[config.mk]
export PLATFORM = sky130hd
export DESIGN_NAME = sparse_sa_scheduler_flat
export DESIGN_NICKNAME = d
export VERILOG_FILES = /design/src/rtl/sparse_sa_pkg.sv /design/src/rtl/sparse_sa_scheduler_if.sv /design/src/rtl/sparse_skew_lane.sv /design/src/rtl/sparse_sa_scheduler.sv /design/src/flat_wrapper.sv
export SDC_FILE = /design/constraint.sdc
export NUM_CORES = 1
export LEC_CHECK = 0
export ABC_AREA = 1
export CAP_MARGIN = 0
export CORE_AREA = 2 2 393 395
export DETAILED_ROUTE_END_ITERATION = 10
export DIE_AREA = 0 0 395 397
export GPL_TIMING_DRIVEN = 0
export SLEW_MARGIN = 20
export SYNTH_ARGS = -nofsm -noshare
export SYNTH_HDL_FRONTEND = slang
export SYNTH_SLANG_ARGS = --single-unit
export TNS_END_PERCENT = 5
[constraint.sdc]
create_clock -name clk -period 8.03 [get_ports clk]
set_clock_uncertainty 0.05 [all_clocks]
set_input_delay 2.409 -clock clk [delete_from_list [all_inputs] [get_ports clk]]
set_output_delay 2.409 -clock clk [all_outputs]
set_load 0.005 [all_outputs]
[src/rtl/sparse_sa_pkg.sv]
// Shared configuration, FSM state type and element helpers for the
// sparse systolic-array scheduler. All widths derive from the constants here.
package sparse_sa_pkg;

    localparam int DATA_WIDTH = 8;
    localparam int INDEX_SIZE = 3;
    localparam int N          = 2 ** INDEX_SIZE;
    localparam int MAX_NNZ    = 8;
    localparam int DRAIN_CYC  = 16;

    localparam int PTR_W  = $clog2(MAX_NNZ + 1);
    localparam int ELEM_W = INDEX_SIZE + DATA_WIDTH;
    localparam int T_STR  = MAX_NNZ + N;
    localparam int T_W    = $clog2(T_STR + 1);
    localparam int D_W    = $clog2(DRAIN_CYC + 1);
    localparam int RC_W   = 2 * INDEX_SIZE;

    typedef enum logic [2:0] {
        IDLE,
        LOAD,
        STREAM,
        DRAIN,
        READOUT
    } state_t;

    function automatic logic [ELEM_W-1:0] elem_pack(
        input logic [INDEX_SIZE-1:0] idx,
        input logic [DATA_WIDTH-1:0] val
    );
        return {idx, val};
    endfunction

    function automatic logic [INDEX_SIZE-1:0] elem_idx(input logic [ELEM_W-1:0] e);
        return e[ELEM_W-1:DATA_WIDTH];
    endfunction

    function automatic logic [DATA_WIDTH-1:0] elem_val(input logic [ELEM_W-1:0] e);
        return e[DATA_WIDTH-1:0];
    endfunction

endpackage

[src/rtl/sparse_sa_scheduler_if.sv]
// Result readout handshake (valid/ready) with row/column tags.
// master: scheduler drives valid/data/row/col; slave: consumer drives ready.
interface sparse_sa_scheduler_if;
    import sparse_sa_pkg::*;

    logic                  res_valid;
    logic                  res_ready;
    logic [DATA_WIDTH-1:0] res_data;
    logic [INDEX_SIZE-1:0] res_row;
    logic [INDEX_SIZE-1:0] res_col;

    modport master (
        output res_valid, res_data, res_row, res_col,
        input  res_ready
    );

    modport slave (
        input  res_valid, res_data, res_row, res_col,
        output res_ready
    );

endinterface

[src/rtl/sparse_skew_lane.sv]
// One edge lane: latches its nnz count, issues skewed read pointers and muxes
// returned {index,value} elements or zero sentinels onto the array edge.
// Ports: clk/rst_n, load/run/flush controls, stream time t, nnz_in,
//   rd_ptr/rd_data buffer port, edge_val/edge_idx, ovf and zero_err flags.
module sparse_skew_lane
    import sparse_sa_pkg::*;
#(
    parameter int LANE = 0
) (
    input  logic                  clk,
    input  logic                  rst_n,
    input  logic                  load,
    input  logic                  run,
    input  logic                  flush,
    input  logic [T_W-1:0]        t,
    input  logic [PTR_W-1:0]      nnz_in,
    input  logic [ELEM_W-1:0]     rd_data,
    output logic [PTR_W-1:0]      rd_ptr,
    output logic [DATA_WIDTH-1:0] edge_val,
    output logic [INDEX_SIZE-1:0] edge_idx,
    output logic                  ovf,
    output logic                  zero_err
);

    localparam logic [PTR_W-1:0] CAP  = PTR_W'(MAX_NNZ);
    localparam logic [T_W:0]     SKEW = (T_W + 1)'(LANE);

    logic [PTR_W-1:0] nnz;
    logic [T_W:0]     off;
    logic             issue;
    logic             mask_d;

    assign ovf = nnz_in > CAP;

    // Extra top bit is the borrow: set while t is still before this lane's slot.
    assign off   = {1'b0, t} - SKEW;
    assign issue = run && !off[T_W] && (off[T_W-1:0] < T_W'(nnz));
    assign rd_ptr = issue ? off[PTR_W-1:0] : '0;

    always_ff @(posedge clk or negedge rst_n) begin
        if (!rst_n) begin
            nnz <= '0;
        end else if (flush) begin
            nnz <= '0;
        end else if (load) begin
            nnz <= ovf ? CAP : nnz_in;
        end
    end

    // Buffer data lags the pointer by one cycle, so the mask follows it.
    always_ff @(posedge clk or negedge rst_n) begin
        if (!rst_n) begin
            mask_d <= 1'b0;
        end else if (flush) begin
            mask_d <= 1'b0;
        end else begin
            mask_d <= issue;
        end
    end

    assign edge_val = mask_d ? elem_val(rd_data) : '0;
    assign edge_idx = mask_d ? elem_idx(rd_data) : '0;
    assign zero_err = mask_d && (elem_val(rd_data) == '0);

endmodule

[src/rtl/sparse_sa_scheduler.sv]
// Sequences one sparse matmul pass: LOAD nnz, STREAM skewed lists, DRAIN,
// then READOUT of N*N results over the res handshake interface.
// Ports: clk/rst_n, start/abort, busy/done/cfg_err status, A/B nnz and
//   buffer read ports, array edge outputs, arr_result input, res (master).
module sparse_sa_scheduler
    import sparse_sa_pkg::*;
(
    input  logic                         clk,
    input  logic                         rst_n,
    input  logic                         start,
    input  logic                         abort,
    output logic                         busy,
    output logic                         done,
    output logic                         cfg_err,
    input  logic [N*PTR_W-1:0]           a_nnz,
    input  logic [N*PTR_W-1:0]           b_nnz,
    output logic [N*PTR_W-1:0]           a_rd_ptr,
    output logic [N*PTR_W-1:0]           b_rd_ptr,
    input  logic [N*ELEM_W-1:0]          a_rd_data,
    input  logic [N*ELEM_W-1:0]          b_rd_data,
    output logic [N*DATA_WIDTH-1:0]      arr_left,
    output logic [N*INDEX_SIZE-1:0]      arr_left_idx,
    output logic [N*DATA_WIDTH-1:0]      arr_up,
    output logic [N*INDEX_SIZE-1:0]      arr_up_idx,
    input  logic [N*N*DATA_WIDTH-1:0]    arr_result,
    sparse_sa_scheduler_if.master        res
);

    state_t           state;
    state_t           state_n;
    logic [T_W-1:0]   t;
    logic [D_W-1:0]   dcnt;
    logic [RC_W-1:0]  rc;
    logic             res_hs;
    logic             last;
    logic             lane_load;
    logic             lane_run;
    logic [N-1:0]     a_ovf;
    logic [N-1:0]     b_ovf;
    logic [N-1:0]     a_zero;
    logic [N-1:0]     b_zero;
    logic [DATA_WIDTH-1:0] res_mem [N*N];

    assign lane_load = (state == LOAD) && !abort;
    assign lane_run  = (state == STREAM);

    for (genvar k = 0; k < N; k++) begin : g_lane
        sparse_skew_lane #(.LANE(k)) u_a (
            .clk      (clk),
            .rst_n    (rst_n),
            .load     (lane_load),
            .run      (lane_run),
            .flush    (abort),
            .t        (t),
            .nnz_in   (a_nnz[k*PTR_W +: PTR_W]),
            .rd_data  (a_rd_data[k*ELEM_W +: ELEM_W]),
            .rd_ptr   (a_rd_ptr[k*PTR_W +: PTR_W]),
            .edge_val (arr_left[k*DATA_WIDTH +: DATA_WIDTH]),
            .edge_idx (arr_left_idx[k*INDEX_SIZE +: INDEX_SIZE]),
            .ovf      (a_ovf[k]),
            .zero_err (a_zero[k])
        );

        sparse_skew_lane #(.LANE(k)) u_b (
            .clk      (clk),
            .rst_n    (rst_n),
            .load     (lane_load),
            .run      (lane_run),
            .flush    (abort),
            .t        (t),
            .nnz_in   (b_nnz[k*PTR_W +: PTR_W]),
            .rd_data  (b_rd_data[k*ELEM_W +: ELEM_W]),
            .rd_ptr   (b_rd_ptr[k*PTR_W +: PTR_W]),
            .edge_val (arr_up[k*DATA_WIDTH +: DATA_WIDTH]),
            .edge_idx (arr_up_idx[k*INDEX_SIZE +: INDEX_SIZE]),
            .ovf      (b_ovf[k]),
            .zero_err (b_zero[k])
        );
    end

    assign res_hs = res.res_valid && res.res_ready;
    assign last   = (rc == '1);

    always_comb begin
        state_n = state;
        unique case (state)
            IDLE:    if (start) state_n = LOAD;
            LOAD:    state_n = STREAM;
            STREAM:  if (t == T_W'(T_STR - 1)) state_n = DRAIN;
            DRAIN:   if (dcnt == D_W'(DRAIN_CYC - 1)) state_n = READOUT;
            READOUT: if (res_hs && last) state_n = IDLE;
            default: state_n = IDLE;
        endcase
        if (abort) state_n = IDLE;
    end

    always_ff @(posedge clk or negedge rst_n) begin
        if (!rst_n) state <= IDLE;
        else        state <= state_n;
    end

    always_ff @(posedge clk or negedge rst_n) begin
        if (!rst_n) begin
            t <= '0;
        end else if (state == STREAM && !abort) begin
            t <= t + 1'b1;
        end else begin
            t <= '0;
        end
    end

    always_ff @(posedge clk or negedge rst_n) begin
        if (!rst_n) begin
            dcnt <= '0;
        end else if (state == DRAIN && !abort) begin
            dcnt <= dcnt + 1'b1;
        end else begin
            dcnt <= '0;
        end
    end

    always_ff @(posedge clk or negedge rst_n) begin
        if (!rst_n) begin
            rc <= '0;
        end else if (state == READOUT && !abort) begin
            if (res_hs) rc <= rc + 1'b1;
        end else begin
            rc <= '0;
        end
    end

    always_ff @(posedge clk or negedge rst_n) begin
        if (!rst_n) done <= 1'b0;
        else        done <= !abort && (state == READOUT) && res_hs && last;
    end

    // LOAD overwrites the flag (clearing the previous pass); zero
    // elements seen during streaming set it afterwards.
    always_ff @(posedge clk or negedge rst_n) begin
        if (!rst_n) begin
            cfg_err <= 1'b0;
        end else if (lane_load) begin
            cfg_err <= |{a_ovf, b_ovf};
        end else if (|{a_zero, b_zero}) begin
            cfg_err <= 1'b1;
        end
    end

    always_comb begin
        for (int i = 0; i < N * N; i++) begin
            res_mem[i] = arr_result[i*DATA_WIDTH +: DATA_WIDTH];
        end
    end

    assign busy          = (state != IDLE);
    assign res.res_valid = (state == READOUT);
    assign res.res_data  = res_mem[rc];
    assign res.res_row   = rc[RC_W-1:INDEX_SIZE];
    assign res.res_col   = rc[INDEX_SIZE-1:0];

endmodule

[src/flat_wrapper.sv]
// flat-port wrapper written by rule: the top's interface ports become plain ports
module sparse_sa_scheduler_flat import sparse_sa_pkg::*;
  (clk, rst_n, start, abort, busy, done, cfg_err, a_nnz, b_nnz, a_rd_ptr, b_rd_ptr, a_rd_data, b_rd_data, arr_left, arr_left_idx, arr_up, arr_up_idx, arr_result, res_res_valid, res_res_data, res_res_row, res_res_col, res_res_ready);
  sparse_sa_scheduler_if res_i ();
  input  logic clk;
  input  logic rst_n;
  input  logic start;
  input  logic abort;
  output logic busy;
  output logic done;
  output logic cfg_err;
  input  logic [N*PTR_W-1:0] a_nnz;
  input  logic [N*PTR_W-1:0] b_nnz;
  output logic [N*PTR_W-1:0] a_rd_ptr;
  output logic [N*PTR_W-1:0] b_rd_ptr;
  input  logic [N*ELEM_W-1:0] a_rd_data;
  input  logic [N*ELEM_W-1:0] b_rd_data;
  output logic [N*DATA_WIDTH-1:0] arr_left;
  output logic [N*INDEX_SIZE-1:0] arr_left_idx;
  output logic [N*DATA_WIDTH-1:0] arr_up;
  output logic [N*INDEX_SIZE-1:0] arr_up_idx;
  input  logic [N*N*DATA_WIDTH-1:0] arr_result;
  output wire logic [$bits(res_i.res_valid)-1:0] res_res_valid;
  output wire logic [$bits(res_i.res_data)-1:0] res_res_data;
  output wire logic [$bits(res_i.res_row)-1:0] res_res_row;
  output wire logic [$bits(res_i.res_col)-1:0] res_res_col;
  input wire logic [$bits(res_i.res_ready)-1:0] res_res_ready;
  assign res_res_valid = res_i.res_valid;
  assign res_res_data = res_i.res_data;
  assign res_res_row = res_i.res_row;
  assign res_res_col = res_i.res_col;
  assign res_i.res_ready = res_res_ready;
  sparse_sa_scheduler u_core (.clk(clk), .rst_n(rst_n), .start(start), .abort(abort), .busy(busy), .done(done), .cfg_err(cfg_err), .a_nnz(a_nnz), .b_nnz(b_nnz), .a_rd_ptr(a_rd_ptr), .b_rd_ptr(b_rd_ptr), .a_rd_data(a_rd_data), .b_rd_data(b_rd_data), .arr_left(arr_left), .arr_left_idx(arr_left_idx), .arr_up(arr_up), .arr_up_idx(arr_up_idx), .arr_result(arr_result), .res(res_i));
endmodule
# ---- Word-level counts from Yosys, hierarchy flattened
# Index checks and enable logic that the tools add are counted.
dict set report op_classes {
  add_sub_neg 10
  order_cmp 33
  mux 127
  n_bitwise 1
  reduce_logical 78
  n_eq_ne 12
}
# cell count
set op_table {}
lappend op_table {{4-bit 2-to-1 mux} 64}
lappend op_table {{8-bit 2-to-1 mux} 18}
lappend op_table {{8-bit zero test} 16}
lappend op_table {{5-bit by 4-bit less-than comparator with 1-bit output} 16}
lappend op_table {{4-bit > comparator (second input constant)} 16}
lappend op_table {{3-bit 2-to-1 mux} 21}
lappend op_table {{8-bit binary-select mux with 6-bit select} 1}
lappend op_table {{1-bit logical AND} 47}
lappend op_table {{16-bit OR reduction} 2}
lappend op_table {{5-bit by 3-bit subtractor with 6-bit output (second input constant)} 4}
lappend op_table {{1-bit 2-to-1 mux} 18}
lappend op_table {{3-bit one-hot mux with 5 select lines} 1}
lappend op_table {{6-bit 2-to-1 mux} 2}
lappend op_table {{5-bit by 2-bit subtractor with 6-bit output (second input constant)} 2}
lappend op_table {{5-bit by 1-bit adder with 5-bit output (second input constant)} 2}
lappend op_table {{5-bit by 4-bit equality test with 1-bit output (second input constant)} 2}
lappend op_table {{5-bit 2-to-1 mux} 2}
lappend op_table {{1-bit zero test} 8}
lappend op_table {{7-bit >= comparator (second input constant)} 1}
lappend op_table {{6-bit NOT with 7-bit output} 1}
lappend op_table {{6-bit by 1-bit adder with 6-bit output (second input constant)} 1}
lappend op_table {{3-bit by 2-bit equality test with 1-bit output (second input constant)} 2}
lappend op_table {{6-bit equality test (second input constant)} 1}
lappend op_table {{3-bit by 2-bit inequality test with 1-bit output (second input constant)} 2}
lappend op_table {{9 further kinds} 11}
dict set report totals {
  wordCells 299
  inputBits 757
  reg_bits 101
}

# ---- Longest topological paths before layout
# Gate-level depths: netlist of the first run.
dict set report depth {
  depth_word 6
  mapped_depth 13
  mapped_depth_nobuf 11
}

# ---- Hierarchy
# From an unflattened synthesis of the first run, not the netlist that was laid out.
dict set report unflattened {
  hier_cells 3001
  hier_area_um2 15343.5
}
# module cells_each seq_area_each_um2 area_each_um2 instances
set by_module_without_submodules {}
lappend by_module_without_submodules {sparse_sa_scheduler 1657 525.5 7388.3 1}
lappend by_module_without_submodules {{sparse_skew_lane (u_core.g_lane[5].u_a ...)} 90 125.1 518.0 2}
lappend by_module_without_submodules {{sparse_skew_lane (u_core.g_lane[3].u_a ...)} 84 125.1 516.7 2}
lappend by_module_without_submodules {{sparse_skew_lane (u_core.g_lane[1].u_a ...)} 86 125.1 514.2 2}
lappend by_module_without_submodules {{sparse_skew_lane (u_core.g_lane[2].u_a ...)} 85 125.1 514.2 2}
lappend by_module_without_submodules {{sparse_skew_lane (u_core.g_lane[7].u_a ...)} 85 125.1 498.0 2}
lappend by_module_without_submodules {{sparse_skew_lane (u_core.g_lane[6].u_a ...)} 83 125.1 488.0 2}
lappend by_module_without_submodules {{sparse_skew_lane (u_core.g_lane[4].u_a ...)} 84 125.1 478.0 2}
lappend by_module_without_submodules {{sparse_skew_lane (u_core.g_lane[0].u_a ...)} 75 125.1 450.4 2}

# ---- Worst setup path before layout of the first run
# Ideal clock, no wire load.
dict set report synth_path {
  path_type {input to output}
  startpoint {input arr_result[495]}
  endpoint {output res_res_data[7]}
  n_path_buf 0
  slack_ns 2.638
  t_arrival_ns 2.933
  required_time_ns 5.571
  stages 10
  path_cell_list {nand2_1 -> nand2_1 -> nand2_1 -> nand2_1 -> nor2_1 -> nand2_1 -> nand2_1 -> nand2_1 -> nand3_1 -> nand2_1}
}
dict set report synth_between {
  elab_chain_cells 3
}
# item line_no
set synth_rtl {}
lappend synth_rtl {{from (decl)} flat_wrapper.sv:22} ;# input logic [N*N*DATA_WIDTH-1:0] arr_result;
lappend synth_rtl {{8-bit binary-select mux with 6-bit select} sparse_sa_scheduler.sv:157} ;# assign res.res_data = res_mem[rc];
lappend synth_rtl {{8-bit 2-to-1 mux (not written as such) (2 in series)} sparse_sa_scheduler.sv:157}
lappend synth_rtl {{to (decl)} flat_wrapper.sv:24} ;# output wire logic [$bits(res_i.res_data)-1:0] res_res_data;
# No other way between the ends. The select of a mux whose other input is x is not followed.

# ---- Worst setup path in the final report of the first run
dict set report layout_path {
  startpoint {register u_core.t[1]}
  endpoint {output b_rd_ptr[23]}
}
dict set report layout_between {
  elab_chain_cells 5
}
# item line_no
set layout_rtl {}
lappend layout_rtl {{from (decl)} sparse_sa_scheduler.sv:31} ;# logic [T_W-1:0] t;
lappend layout_rtl {{from (signal assigned)} sparse_sa_scheduler.sv:106} ;# t <= t + 1'b1;
lappend layout_rtl {{5-bit by 3-bit subtractor with 6-bit output *} sparse_skew_lane.sv:36} ;# assign off = {1'b0, t} - SKEW;
lappend layout_rtl {{branches (longest 3 deep; another with 5-bit by 4-bit less-than comparator with 1-bit output)} n/a}
lappend layout_rtl {{4-bit 2-to-1 mux *} sparse_skew_lane.sv:38} ;# assign rd_ptr = issue ? off[PTR_W-1:0] : '0;
lappend layout_rtl {{to (decl)} flat_wrapper.sv:15} ;# output logic [N*PTR_W-1:0] b_rd_ptr;
# Every way passes the cells marked *.

==> flow_summary.yaml, run 1 <==
place:
  place.gp.congestion: 1.02
  hpwl_um: 116000
  place_ws_ns: 0.385
  placed_cells_incl_taps: 5548
  port_buffers: 1013
  placed_area_um2: 25900
routing:
  via_count: 21489
  ant_nets: 0
  first_iter_violations: 2392
  highest_layer: "met5"
  dr.pass1.iters: 6
  wire_per_inst_um: 24.2
  dr_wl_met3_um: 11900
  m1WireLength_um: 55500
  viasPerCell: 3.85
  finalWirelength_um: 135000
  drc: 0
  wl_met2_um: 62400
setup_path:
  cp-end-kind: "output port"
  critPathKind: "reg -> out"
  cp_max_fo: 14
  startpoint_type: "flip-flop"
  reg2regPathDepth: 9
  arrival_ns: 5.13
  crit_required_ns: 5.57
die:
  io_pins: 1015
  die_x_um: 395
  fp.dieH_um: 397
  core-area_um2: 153000
  core.rowCount: 144
  start_util_pct: 8.61
  die_area_um2: 157000
logic_synthesis:
  synth_warnings: 0
  syn-num-nets: 3312
  synth_top_cell_by_area: "nand2_1"
  ys_types: 31
  synthTopCellsByArea: "nand2_1 (31%), dfrtp_1 (19%), nand3_1 (12%)"
  syn_area_um2: 13200
  synthCells: 2490
  syn_area_per_cell_um2: 5.29
  ys_seq_elements: 101
  synth_top_area_share_pct: 30.7
  ys_seq_area_share_pct: 19.2
sta:
  worstMarginPinSlew_ns: 1.19
  fmax_mhz: 132
  worst_slack_ns: 0.446
  slew_headroom_pct: 20.9
  hold_viol: 0
  fin_crit_ns: 7.58
  drv_slew: 0
  rsz0062_at_grt: "false"
  setup_viol: 0
  timing.final.crit_share_pct: 94.4
power:
  seq_power_share_pct: 28.0
  p_comb_share_pct: 48.8
  p_leak_uw: 0.0123
  vdd_ir_drop_max_mv: 0.118
  powerDensity_nw_per_um2: 78.9
  power_uw: 2070
  p_sw_share_pct: 38.6
  clkPwrFrac_pct: 23.2
  p_int_uw: 1270
  power_switching_uw: 799
cells_and_area:
  area_delta_synth_final_pct: 99.4
  register_area_um2: 2530
  stdcell_count: 5581
  multi_input_area_um2: 8680
  nets: 4337
  final_util_pct: 17.2
  nFillCells: 17574
  stdcell_area_um2: 26200
  drive_gt1_share_pct: 3.92
clock_network:
  cts_tree: "done"
  cts_max_level: 3
  cts-hold-fix-buffers: 0
  clk_pin_slew_ns: 0.08
  root_buffer: "clkbuf_16"
  cts_buffer_depth: 2
  clock_latency_ns: 0.40
  clock_sinks: 101
  cts_buffers: 9
worst_hold_path:
  min_path_type: "reg -> reg"
  whs_path_depth: 1
grt:
  antenna_found_initial: 30
  grt_max_degree: 59
  grt_pass1_wl_um: 174000
  grt_usage_pct: 16.2
  grt_pass1_vias: 20449
  overflow: 0
run_status:
  status: "finished clean"
run:
  cap_violations: 0
-- stage by stage --
| step | setup TNS, ns | hold WS [ns] |
|---|---|---|
| CTS | 0 | 0.414 |
| global route | 0 | 0.440 |
| finish | 0 | 0.415 |
| floorplan | 0 | 0.383 |
| global placement | -15.77 | 0.395 |
| detailed placement | 0 | 0.404 |
-- cells by family after synthesis --
family | after synthesis | share of synthesized area, %
AND/OR/NAND/NOR | 1643 | 50.7
buffers and inverters | 473 | 15.0
XOR/XNOR | 15 | 0.998
adder cells (fa/ha/maj) | 65 | 6.18
flip-flops | 101 | 19.2
AO/OA/AOI/OAI | 193 | 7.99
-- worst paths after layout --
path | start | end | slack (ns)
max in group asynchronous | rst_n | u_core.g_lane[3].u_b.nnz[3] | 5.32
hold reg to reg | u_core.dcnt[0] | u_core.dcnt[0] | 0.41
min in group asynchronous | rst_n | u_core.g_lane[5].u_b.mask_d | 1.88
setup / recovery | u_core.t[1] | b_rd_ptr[23] | 0.45
setup reg to reg | u_core.t[1] | u_core.g_lane[1].u_a.mask_d | 3.86
hold / removal | u_core.dcnt[0] | u_core.dcnt[0] | 0.41
-- layout by cell type, fill, tap and decap left out, types with 3 or more instances in the layout --
cell,instances
inv_8,3
o21ai_0,42
nor2_1,201
inv_2,11
clkdlybuf4s50_1,1012
or2_2,8
buf_1,12
a21oi_1,91
buf_6,9
clkbuf_1,31
clkbuf_16,9
xor2_1,12
o22ai_1,47
dfrtp_1,101
o31ai_1,5
nand4_1,11
nor3_1,26
diode_2,17
ha_1,64
buf_2,74
nand2_1,1076
inv_1,322
buf_4,11
nand3_1,314
-- worst max-delay path: stages (launching register included) --
cell	delay (ns)
dfrtp_1	0.83
inv_1	0.56
ha_2	0.75
inv_1	0.38
ha_1	0.39
a21oi_1	0.16
nor2_1	0.06
o21ai_0	0.16
nand3_1	0.40
nor2_1	0.35
clkdlybuf4s50_1	0.68
-- power by group through the flow --
stage / Combinational [uW] / Clock [uW] / Sequential (uW)
floorplan: 339 / 0 / 582
global placement: 997 / 0 / 588
detailed placement: 1000 / 0 / 589
CTS: 1010 / 499 / 579
global route: 1080 / 511 / 585
finish: 1010 / 480 / 580
-- layer usage --
metal	GRT usage, %	vias up
met5	0	-
met4	6.34	2
met3	3.51	161
met2	26.4	1339
met1	20.6	10208
li1	-	9779
-- registers in the layout, indices dropped and copies added (netlist names) --
name / count
u_core.g_lane.u_a.mask_d: 8
u_core.rc: 6
u_core.g_lane.u_a.nnz: 32
u_core.cfg_err: 1
u_core.state: 3
u_core.dcnt: 5
u_core.done: 1
u_core.g_lane.u_b.mask_d: 8
u_core.g_lane.u_b.nnz: 32
u_core.t: 5
-- what timing repair did --
item / CTS / global route
endpoints found under the setup margin: 1 / 0
gates resized for setup: 2 / 0
setup buffers: 0 / 0
-- synthesized netlist by cell type (all sizes together) --
library cell,count
a21oi,91
a31oi,2
buf,105
clkbuf,33
clkinv,2
dfrtp,101
ha,65
inv,333
nand2,1077
nand3,314
nand3b,2
nand4,11
nor2,204
nor3,26
nor3b,1
o211ai,2
o21ai,44
o22ai,47
o31ai,5
o32ai,2
or2,8
xnor2,2
xor2,13
-- final cells by class --
class / count / share of cell area (%)
Sequential cell: 101 / 9.63
Tap cell: 2044 / 9.74
Clock buffer: 9 / 0.858
Inverter: 335 / 4.79
Buffer: 138 / 2.72
Clock inverter: 7 / 0.281
Multi-Input combinational cell: 1916 / 33.1
Timing Repair Buffer: 1014 / 38.7
Antenna cell: 17 / 0.162
(Power assumes the default switching activity.)
==> run 2, diff against run 1 <==
Settings changed: CORE_AREA 2 2 393 395 to 2 2 392 394, DIE_AREA 0 0 395 397 to 0 0 394 396.
Clock period 8.03 ns to 6.9 ns, I/O delays scaled along.
==> run 2 against run 1 <==
Effect of this change:
- register-to-register slack worse by 0.75 ns
- flip-flop and latch count unchanged
- global-route usage up 0.27 points
- critical path depth unchanged
- combinational power up 16%
- die area down 0.50%
- worst setup slack worse by 0.26 ns
- first-iteration DRC count up 1.1%
- clock power up 27%
==> flow_summary.yaml, run 2 (synthesized netlist as in run 1, its figures left out) <==
die:
  die_x_um: 394
  io_pins: 1015
  start_util_pct: 8.69
  fp.dieH_um: 396
  die_area_um2: 156000
  core.rowCount: 143
  core-area_um2: 152000
cells_and_area:
  reg.largest.list: "u_core.g_lane.u_a.nnz (32), u_core.g_lane.u_b.nnz (32)"
  layout_common_cells: "nand2_1 (1076), clkdlybuf4s50_1 (1012), inv_1 (321)"
  layout_commonest_cell: "nand2_1"
  drive_gt1_share_pct: 4.06
  nets: 4340
  area_delta_synth_final_pct: 99.7
routing:
  via_count: 21238
  dr.pass1.iters: 8
  wire_per_inst_um: 24.3
  finalWirelength_um: 135000
  drc: 0
  first_iter_violations: 2418
  ant_nets: 0
  viasPerCell: 3.81
place:
  place.gp.congestion: 1.01
  hpwl_um: 116000
  port_buffers: 1013
sta:
  worstMarginPinSlew_ns: 1.15
  slew_headroom_pct: 23.5
  rsz0062_at_grt: "false"
  drv_slew: 0
  tns_ns: 0
  setup_viol: 0
  fmax_mhz: 149
  timing.final.crit_share_pct: 97.3
  whs_ns: 0.426
  hold_viol: 0
  fin_crit_ns: 6.71
grt:
  grt_pass1_wl_um: 177000
  grt_pass1_vias: 20687
  grt_max_degree: 55
  antenna_found_initial: 36
  overflow: 0
  grt_usage_pct: 16.5
power:
  powerDensity_nw_per_um2: 93.4
  clkPwrFrac_pct: 24.9
  p_leak_uw: 0.0123
  p_sw_share_pct: 38.1
  p_comb_share_pct: 47.6
  power_uw: 2460
  seq_power_share_pct: 27.5
  vdd_ir_drop_max_mv: 0.108
  p_int_uw: 1520
  power_switching_uw: 935
clock_network:
  cts_tree: "done"
  cts_max_level: 3
  root_buffer: "clkbuf_16"
  cts-hold-fix-buffers: 0
  cts_buffers: 9
  clock_latency_ns: 0.40
  clk_pin_slew_ns: 0.09
  cts_buffer_depth: 2
  clock_sinks: 101
worst_hold_path:
  min_path_type: "reg -> reg"
run_status:
  status: "finished clean"
setup_path:
  crit_required_ns: 4.78
  arrival_ns: 4.59
  cp-end-kind: "output port"
  critPathKind: "in -> out"
  cp_max_fo: 1
  startpoint_type: "input pin"
run:
  cap_violations: 0
==> run 2: changes by cell type in the layout (fill, tap and decap cells not counted), sizes merged <==
cell,change
buf,+3
bufinv,+1
clkinv,+1
diode,+3
inv,-1
clkinvlp,-1
==> run 2: area by class of cell <==
class,count,area [um^2]
antenna,20,50.0
clock buffer,9,225
fill,17576,125000
tap,2030,2540
buffer,138,714
inverter,335,1260
timing repair buffer,1017,10200
clock inverter,7,100
sequential,101,2530
multi-input combinational,1916,8680
==> run 2: critical path, cell delays in order <==
cell	delay, ns
clkdlybuf4s50_1	0.56
nand2_1	0.07
nand3_1	0.10
nand3_1	0.19
nand3_1	0.17
nand3_1	0.20
nand2_1	0.24
nand2_1	0.13
nand2_1	0.24
clkdlybuf4s50_1	0.60
==> run 2: through the flow <==
stage / setup slack [ns] / cells / area [um^2] / util (%)
final: 0.187 / 5573 / 26300 / 17.3
after global routing: 0.0270 / 5572 / 26300 / 17.3
after CTS: 0.0918 / 5553 / 26200 / 17.3
after detailed placement: -0.376 / 5534 / 25900 / 17.1
after global placement: -0.751 / 5533 / 25800 / 17.1
after floorplan: 2.19 / 2490 / 13200 / -
==> run 2: timing repair <==
| action | CTS | global route |
|---|---|---|
| buffers inserted | 3 | 0 |
| endpoints found under the setup margin | 28 | 1 |
| gates resized for setup | 4 | 1 |
| gates cloned | 0 | 0 |
==> run 2: power groups by stage <==
stage / Sequential (uW) / Clock (uW) / Combinational [uW]
finish: 675 / 611 / 1170
global route: 680 / 653 / 1260
CTS: 675 / 641 / 1170
detailed placement: 686 / 0 / 1150
floorplan: 677 / 0 / 394
global placement: 685 / 0 / 1150
==> run 2: path summary, 6_finish.rpt <==
| path | from | to | slack, ns | cells past startpoint |
|---|---|---|---|---|
| setup reg to reg | u_core.t[1] | u_core.g_lane[1].u_a.mask_d | 3.11 | 10 |
| min in group asynchronous | rst_n | u_core.g_lane[4].u_a.mask_d | 1.59 | 1 |
| max in group asynchronous | rst_n | u_core.g_lane[4].u_a.nnz[2] | 4.50 | 2 |
| hold / removal | u_core.dcnt[0] | u_core.dcnt[0] | 0.43 | 1 |
| setup / recovery | arr_result[75] | res_res_data[3] | 0.19 | 10 |
| hold reg to reg | u_core.dcnt[0] | u_core.dcnt[0] | 0.43 | 1 |
==> run 2: layer usage <==
metal  wire, um  track usage (%)
met1      56100             20.7
met2      64200             27.8
met3       9870             3.08
met4       5130             6.17
met5         12                0
